File: config.mk
export PLATFORM = sky130hd
export DESIGN_NAME = ctrl_fetch
export DESIGN_NICKNAME = d
export VERILOG_FILES = /design/src/rtl/ctrl_fetch_pkg.sv /design/src/rtl/ctrl_fetch_next_pc.sv /design/src/rtl/ctrl_fetch.sv
export SDC_FILE = /design/constraint.sdc
export NUM_CORES = 1
export LEC_CHECK = 0
export BUFFER_PORTS_ARGS = -buffer_cell sky130_fd_sc_hd__buf_2
export CORE_MARGIN = 1.5
export CORE_UTILIZATION = 49
export DETAILED_ROUTE_END_ITERATION = 7
export PLACE_DENSITY = 0.81
export SLEW_MARGIN = 20
export SYNTH_ARGS = -nofsm -noshare
export SYNTH_HDL_FRONTEND = slang
export SYNTH_HIERARCHICAL = 1
export SYNTH_SLANG_ARGS = --single-unit
File: constraint.sdc
create_clock -name i_clk -period 2.8 [get_ports i_clk]
set_input_delay 0.56 -clock i_clk [delete_from_list [all_inputs] [get_ports i_clk]]
set_output_delay 0.56 -clock i_clk [all_outputs]
set_load 0.01 [all_outputs]
File: src/rtl/ctrl_fetch_pkg.sv
// rtl/ctrl_fetch_pkg.sv - shared encodings and widths for the instruction-fetch control block
package ctrl_fetch_pkg;

  localparam int WORD_W = 16;

  typedef enum logic [1:0] {
    OFF_1   = 2'b00,
    OFF_2   = 2'b01,
    OFF_K12 = 2'b10,
    OFF_K16 = 2'b11
  } off_sel_e;

  typedef enum logic [1:0] {
    SRC_PC  = 2'b00,
    SRC_ABS = 2'b01,
    SRC_Z   = 2'b10,
    SRC_A   = 2'b11
  } src_sel_e;

  function automatic logic [WORD_W-1:0] sext12(input logic [11:0] k);
    return {{(WORD_W-12){k[11]}}, k};
  endfunction

endpackage

File: src/rtl/ctrl_fetch_next_pc.sv
// rtl/ctrl_fetch_next_pc.sv - combinational offset select, PC adder and next-PC source mux
module ctrl_fetch_next_pc
  import ctrl_fetch_pkg::*;
(
  input  logic [1:0]        mode12k_i,
  input  logic [1:0]        mode_src_i,
  input  logic [WORD_W-1:0] pc_i,
  input  logic [WORD_W-1:0] k_i,
  input  logic [WORD_W-1:0] a_i,
  input  logic [WORD_W-1:0] z_i,
  output logic [WORD_W-1:0] next_pc_o
);

  logic [WORD_W-1:0] offset;
  logic [WORD_W-1:0] pc_sum;

  always_comb begin
    offset = '0;
    case (off_sel_e'(mode12k_i))
      OFF_1:   offset = WORD_W'(1);
      OFF_2:   offset = WORD_W'(2);
      OFF_K12: offset = sext12(k_i[11:0]);
      OFF_K16: offset = k_i;
      default: offset = '0;
    endcase
  end

  // Modulo-2^16 add: the carry out is deliberately dropped.
  assign pc_sum = pc_i + offset;

  always_comb begin
    next_pc_o = '0;
    case (src_sel_e'(mode_src_i))
      SRC_PC:  next_pc_o = pc_sum;
      SRC_ABS: next_pc_o = offset;
      SRC_Z:   next_pc_o = z_i;
      SRC_A:   next_pc_o = a_i;
      default: next_pc_o = '0;
    endcase
  end

endmodule

File: src/rtl/ctrl_fetch.sv
// rtl/ctrl_fetch.sv - PC and IR registers plus program-memory address/data drive
module ctrl_fetch
  import ctrl_fetch_pkg::*;
(
  input  logic        i_clk,
  input  logic        i_reset,
  input  logic [1:0]  i_mode12K,
  input  logic [1:0]  i_modeAddZA,
  input  logic        i_modePCZ,
  input  logic        i_loadIR,
  input  logic        i_loadPC,
  input  logic [15:0] i_K,
  input  logic [15:0] i_A,
  input  logic [15:0] i_Z,
  input  logic [15:0] i_PMDATA,
  output logic [15:0] o_IR,
  output logic [15:0] o_PMDATA,
  output logic [15:0] o_PMADDR
);

  logic [WORD_W-1:0] pc_q, pc_d;
  logic [WORD_W-1:0] ir_q, ir_d;
  logic [WORD_W-1:0] next_pc;

  ctrl_fetch_next_pc u_next_pc (
    .mode12k_i  (i_mode12K),
    .mode_src_i (i_modeAddZA),
    .pc_i       (pc_q),
    .k_i        (i_K),
    .a_i        (i_A),
    .z_i        (i_Z),
    .next_pc_o  (next_pc)
  );

  always_comb begin
    pc_d = pc_q;
    ir_d = ir_q;
    if (i_loadPC) pc_d = next_pc;
    if (i_loadIR) ir_d = i_PMDATA;
  end

  // Reset wins over any load strobe that happens to be high.
  always_ff @(posedge i_clk or posedge i_reset) begin
    if (i_reset) begin
      pc_q <= '0;
      ir_q <= '0;
    end else begin
      pc_q <= pc_d;
      ir_q <= ir_d;
    end
  end

  assign o_IR     = ir_q;
  assign o_PMDATA = i_A;
  assign o_PMADDR = i_modePCZ ? i_Z : pc_q;

endmodule

==> impl_results.md, run 1 <==
* R2R setup slack at 310 ps
* Most Used Layer, Global Route: met2
* Clock tree from TritonCTS: done
* Estimated wirelength of the detail-placed design at 5600 um
* Portion of total power attributed to sequential cells at 27.6%
* Pin count of the biggest net entering global routing at 33
* Vias post-DR at 2482
* Power after layout at 0.00229 W
* Top-Level Pins at 121
* Per-cell routed wire length at 15.5 um
* Most common library cell in the layout ignoring fill and taps: buf_2
* Layout cell share with drive strength beyond 1 at 68.6%
* Met1 GRT Util at 27.8%
* Area of the die at 6580 sq um
* Worst-path fanout max at 9
* Launch point of the worst path: i_mode12K[1]
* Syn_nets at 341
* Pwr Density at 563 nW/um^2
* Type of element capturing the critical path: register
* All-layer global routing usage at 22.0%
* Detailed Route Iter0 Violations at 73
* Classification of the worst-slack hold path: input pin to asynchronous set/reset pin
* Design internal power at 0.00152 W
* Global-route congestion overflow total at 0
* Die span in x at 81.1 um
* Worst setup margin at 75.4 ps
* Starting utilization of the core area at 50.5%
* Fill count at 454
* Synth unique cells at 46
* Post-synthesis sequential area ratio at 26.8%
* Core region area at 5920 sq um
* Met3 usage at 3.48%
* Antenna diode count at 0
* Status: finished, final reports clean
* Slowest-stage cell, CP: mux4_2
* Fin nets at 484
* Max-slew violation count at 0
* P_leak at 2.00 nW
* Routability congestion estimate from global placement at 0.916
* Worst R2R End: pc_q[15]
* Hold-fix buffer count after cts at 0
* Portion of total power attributed to combinational logic at 55.6%
* Flip-flop and latch count after synthesis at 32
* DRC violations left at 0
* Via count of the first global-routing pass at 2440
* FF-to-FF Start: pc_q[8]
* Final worst clock skew at 8.83 ps
* Min Clock Period, post-route at 2720 ps
* Antenna-violating nets left at 0
* Detailed Routing Iterations Pass 1 at 4
* Final clock period utilization by the worst path at 97.3%
* Most used cells in the layout excluding fill and tap cells: buf_2 (119), buf_4 (42), dfrtp_1 (32)
* Area growth syn-to-layout at 36.2%
* Height of the chip at 81.1 um
* Delay of the slowest cell on the worst path at 460 ps
* Area of combinational cells with multiple inputs at 2120 sq um
* Number of placement rows at 28
* Met2 demand-to-capacity share in global routing at 39.6%
* Pre-CTS setup slack at -471 ps
* Net switching power at 0.000774 W
* Flip-flop and latch area at 801 sq um
* Worst supply voltage drop on vdd at 0.262 mV
* Clock Tree Root: clkbuf_8
* Max Buffers Root-to-Sink at 2
* Setup repair after global routing missed its margin: yes
* DR vias/cell at 5.28
* Number of endpoints with negative hold slack in the final report at 0
* Sort of element at the start of the critical path: input pin
* Final hold slack at 361 ps
* Cells along the critical path: buf_8 -> buf_4 -> and2_1 -> ha_4 -> a21o_1 -> a31o_2 -> a311oi_2 -> o21ai_2 -> xnor2_1 -> mux4_2 -> mux2_2
* Category of the most critical setup path: input pin to register
* Final-report setup violation count at 0
* Worst Reg2Reg Path Length in Cells at 8
* Mean cell area of the mapped netlist at 11.9 sq um
* Number of port buffers at 120
* Deepest level of the CTS H-tree at 2
* Antenna violations before repair at 0
* TritonCTS Sinks at 32
* Max-capacitance violation count at 0
* Count of yosys warnings during synthesis at 6
* Insertion delay of the later-clocked pin in the worst-skew pair at 280 ps
* Worst EP required at 2960 ps
* WP data arrival at 2880 ps
* Endpoint of the worst setup timing path: pc_q[15]
* Least-Margin Pin Slew at 588 ps
* Upper clock frequency limit at 0.367 GHz
* Summed instance area of the synthesized netlist at 2990 sq um
* Number of cells produced by synthesis at 252
* Sw Share at 33.8%
* Relative slew slack at 60.8%
* Clock group share of total power at 16.8%
* Routed wire length at 7270 um
* Clk slew on worst S/H paths at 70 ps
* TritonCTS Buffers at 5
* First-pass GRT wire length at 11100 um
power groups by stage:
stage	logic, W	clock network, W	registers (W)
global route	0.00138	0.000413	0.000642
detailed placement	0.00118	0	0.000632
floorplan	0.000794	0	0.000623
global placement	0.00115	0	0.000626
finish	0.00127	0.000385	0.000632
CTS	0.00121	0.000396	0.000625
worst min-delay path by stage:
stage	cells past startpoint	end	startpoint
global route	3	pc_q[13]	i_reset
detailed placement	1	o_IR[15]	o_IR[15]
finish	3	pc_q[13]	i_reset
CTS	3	o_IR[5]	i_reset
global placement	1	o_IR[6]	o_IR[6]
floorplan	1	pc_q[13]	pc_q[13]
cells in the mapped netlist, drive strengths merged:
cell type | count | area, sq um
buf | 24 | 229
clkbuf | 3 | 31.3
nand2b | 1 | 6.26
o211ai | 1 | 7.51
nand2 | 12 | 45.0
a21o | 4 | 30.0
o21ai | 10 | 50.0
nor4 | 1 | 6.26
mux2 | 49 | 664
a311oi | 2 | 17.5
and3 | 2 | 13.8
mux2i | 2 | 20.0
a21oi | 9 | 45.0
o31ai | 2 | 28.8
o22ai | 1 | 6.26
o22a | 1 | 8.76
nor4bb | 1 | 10.0
ha | 15 | 188
and2 | 11 | 68.8
a31o | 1 | 8.76
mux4 | 15 | 338
xnor2 | 11 | 96.3
dfrtp | 32 | 801
nor3b | 1 | 7.51
xor2 | 3 | 26.3
inv | 6 | 22.5
nor2b | 1 | 6.26
a21boi | 5 | 37.5
nand3 | 3 | 15.0
a221oi | 1 | 15.0
nor2 | 11 | 41.3
o21a | 3 | 22.5
or3 | 1 | 6.26
o211a | 1 | 10.0
fa | 1 | 20.0
a31oi | 3 | 18.8
a211oi | 2 | 20.0
final cells by class:
class | count | area share, %
clock buffers | 7 | 2.37
inverters | 6 | 0.553
multi-input cells | 187 | 52.1
flip-flops and latches | 32 | 19.7
well taps | 75 | 2.31
repair buffers | 163 | 23.0
logic make-up (layout without fill, tap and decap cells):
logic type | count (synthesis) | in the layout | synth area share, %
xor gates and xnor gates | 14 | 14 | 4.10
muxes | 66 | 66 | 34.2
buffers and inverters | 33 | 176 | 9.46
adders and majority gates | 16 | 16 | 6.95
AOI/OAI and AO/OA | 46 | 46 | 10.9
and+or+nand+nor | 45 | 45 | 7.58
DFF | 32 | 32 | 26.8
routing by layer:
layer / share of wire [%] / vias up
met3: 4.0 / 5
met1: 44 / 1205
met5: 0 / -
met4: 0.62 / 0
li1: - / 1206
met2: 51 / 66
worst max-delay path, delay by kind of cell:
kind | cells | cell delay [ps]
and+or+nand+nor | 1 | 180
AOI/OAI and AO/OA | 4 | 740
adders and majority gates | 1 | 240
buffers and inverters | 2 | 270
muxes | 2 | 740
xor gates and xnor gates | 1 | 140
through the flow:
stage	TNS [ps]	cell area [sq um]	cells	utilization, %
6_report	0	4070	470	68.7
5_1_grt	-16.4	4070	470	68.7
4_1_cts	-1.07	3910	469	66.1
3_5_place_dp	-3070	3780	461	63.9
3_3_place_gp	-2500	3780	461	63.9
2_1_floorplan	-59.5	3050	252	-
timing repair:
| item | CTS | global route |
|---|---|---|
| buffers inserted | 1 | 1 |
| cloned | 0 | 0 |
| pin swaps | 3 | 11 |
| endpoints found under the setup margin | 3 | 10 |
| resized for setup | 9 | 34 |
state kept, by name, summed over array words and instances (netlist names):
| signal | flops |
|---|---|
| pc_q | 16 |
| o_IR | 16 |
Power figures use the tool's default switching activity.
==> inputs of run 2 (changes only) <==
--- a/config.mk
+++ b/config.mk
@@ -6,6 +6,7 @@
 export NUM_CORES = 1
 export LEC_CHECK = 0
 export BUFFER_PORTS_ARGS = -buffer_cell sky130_fd_sc_hd__buf_2
+export CORE_ASPECT_RATIO = 0.5
 export CORE_MARGIN = 1.5
 export CORE_UTILIZATION = 49
 export DETAILED_ROUTE_END_ITERATION = 7
==> constraint.sdc (replaced) <==
create_clock -name i_clk -period 2.8 [get_ports i_clk]
set_input_delay 0.28 -clock i_clk [delete_from_list [all_inputs] [get_ports i_clk]]
set_output_delay 0.28 -clock i_clk [all_outputs]
set_load 0.01 [all_outputs]
==> run 2 against run 1 <==
- wire length is 4.6% higher
- count of clock-buffer cells in the layout fell by 1
- global-route usage rose by 1.0 points
- combinational power is 12% lower
- critical path depth is the same
- non-clock buffer count fell by 21
- critical endpoint unchanged
- largest cell class unchanged
- highest routed layer unchanged
==> impl_results.md, run 2 (synthesis gave the netlist of run 1 again) <==
* Global-route congestion overflow total at 0 (unchanged)
* Final Cell Area at 3760 sq um (-7.7%)
* Max-capacitance violation count at 0 (unchanged)
* All-layer global routing usage at 23.0% (+1.0 points)
* Least-Margin Pin Slew at 612 ps (+24.4 ps)
* Routed length on met1 at 3320 um (+3.3%)
* Estimated wirelength of the detail-placed design at 5740 um (+2.4%)
* Most common library cell in the layout ignoring fill and taps: buf_2
* Worst Reg2Reg Path Length in Cells at 8 (unchanged)
* Layout cell share with drive strength beyond 1 at 58.7% (-9.9 points)
* Final-report setup violation count at 0 (unchanged)
* Setup repair after global routing missed its margin: no
* Min Clock Period, post-route at 2670 ps (-57.8 ps)
* Max Buffers Root-to-Sink at 2 (unchanged)
* Final clock period utilization by the worst path at 95.2% (-2.1 points)
* Post-CTS repair timing setup buffer count at 0 (-1)
* Antenna violations before repair at 0 (unchanged)
* Die span in x at 113 um (+40%)
* Number of port buffers at 120 (unchanged)
* First-pass GRT wire length at 11800 um (+6.3%)
* Pwr Density at 626 nW/um^2 (+11%)
* Worst supply voltage drop on vdd at 0.361 mV (+38%)
* Fin nets at 463 (-4.3%)
* Met3 Wirelength at 451 um (+55%)
* Final hold slack at 73.6 ps (-287 ps)
* Top-Level Pins at 121 (unchanged)
* Starting utilization of the core area at 52.6% (+2.1 points)
* Sort of element at the start of the critical path: input pin
* Met2 routed wirelength at 3700 um (-0.46%)
* Power after layout at 0.00235 W (+2.6%)
* Vias post-DR at 2501 (+0.77%)
* Worst EP required at 2960 ps (about the same)
* Worst-path fanout max at 8 (-1)
* Classification of the worst-slack hold path: input pin to asynchronous set/reset pin
* Max Used Layer: met4
* Worst R2R End: pc_q[15]
* Hold-fix buffer count after cts at 0 (unchanged)
* Detailed Routing Iterations Pass 1 at 4 (unchanged)
* Detailed Route Iter0 Violations at 158 (+120%)
* TritonCTS Sinks at 32 (unchanged)
* Type of element capturing the critical path: register
* Relative slew slack at 59.1% (-1.7 points)
* Area growth syn-to-layout at 25.7%
* Upper clock frequency limit at 0.375 GHz (+2.2%)
* Status: finished, final reports clean
* TritonCTS Buffers at 5 (unchanged)
* R2R setup slack at 170 ps (-140 ps)
* Core region area at 5680 sq um (-4.0%)
* Max-slew violation count at 0 (unchanged)
* P_leak at 1.89 nW (-5.5%)
* WP data arrival at 2820 ps (-60 ps)
* FF-to-FF Start: pc_q[8]
* Routed wire length at 7600 um (+4.6%)
* Via count of the first global-routing pass at 2442 (+0.082%)
* Dpl cells at 440 (-4.6%)
* Clock Tree Root: clkbuf_16
* Placed instance area at 3590 sq um (-5.3%)
* Most used cells in the layout excluding fill and tap cells: buf_2 (120), dfrtp_1 (32), mux2_4 (30)
* Number of placement rows at 19 (-32%)
* Insertion delay of the later-clocked pin in the worst-skew pair at 270 ps (about the same)
* Category of the most critical setup path: input pin to register
* Pin count of the biggest net entering global routing at 19 (-42%)
* Per-cell routed wire length at 17.0 um (+9.7%)
* Antenna-violating nets left at 0 (unchanged)
* Antenna diode count at 0 (unchanged)
* Area of the die at 6610 sq um (+0.43%)
* Resized Gates After CTS at 0 (-9)
* DR vias/cell at 5.58 (+5.7%)
* Final std cells w/o fill at 448 (-4.7%)
* Deepest level of the CTS H-tree at 2 (unchanged)
* Routability congestion estimate from global placement at 0.922 (+0.64%)
* Clock tree from TritonCTS: done
* Height of the chip at 58.2 um (-28%)
* Final worst clock skew at 4.95 ps (-3.87 ps)
* Clk slew on worst S/H paths at 50 ps (-20 ps)
* Number of endpoints with negative hold slack in the final report at 0 (unchanged)
* DRC violations left at 0 (unchanged)
[run 2: area by class of cell]
cell class / instances / area, sq um
Clock buffer: 6 / 129
Clock inverter: 2 / 35.0
Fill cell: 411 / 1930
Inverter: 6 / 22.5
Multi-Input combinational cell: 187 / 1910
Sequential cell: 32 / 801
Tap cell: 73 / 91.3
Timing Repair Buffer: 142 / 766
[run 2: worst max-delay path by stage]
| stage | start | endpoint | cells after the start | slack [ps] |
|---|---|---|---|---|
| after global routing | i_mode12K[1] | pc_q[15] | 11 | 5 |
| after global placement | i_mode12K[0] | pc_q[14] | 12 | -70 |
| after floorplan | i_mode12K[1] | pc_q[14] | 13 | 4 |
| after detailed placement | i_mode12K[0] | pc_q[14] | 12 | -240 |
| final | i_mode12K[1] | pc_q[15] | 11 | 130 |
| after CTS | i_mode12K[0] | pc_q[14] | 12 | 30 |
[run 2: critical path, cell delays in order]
cell	delay, ps
buf_2	130
buf_4	160
and2_1	150
ha_1	320
a21o_1	210
a31o_2	260
a311oi_1	270
o21ai_1	150
xnor2_1	160
mux4_2	450
mux2_2	270
[run 2: stage by stage]
step	util [%]	setup TNS [ps]	setup WS (ps)
6_report	66.1	0	133
3_5_place_dp	63.1	-863	-241
3_3_place_gp	63.1	-222	-74.8
2_1_floorplan	-	0	4.35
4_1_cts	66.0	0	34.6
5_1_grt	66.1	0	4.91
[run 2: power breakdown]
part           internal (W)  switching, W  leakage, nW  total [W]
combinational      0.000617      0.000506         1.43    0.00112
sequential         0.000548     0.0000676        0.378   0.000616
clock              0.000418      0.000193       0.0808   0.000611
[run 2: layer usage]
metal	vias up	track usage, %
li1	1168	-
met1	1202	29.0
met2	113	40.4
met3	18	4.71
met4	0	7.50
met5	-	0
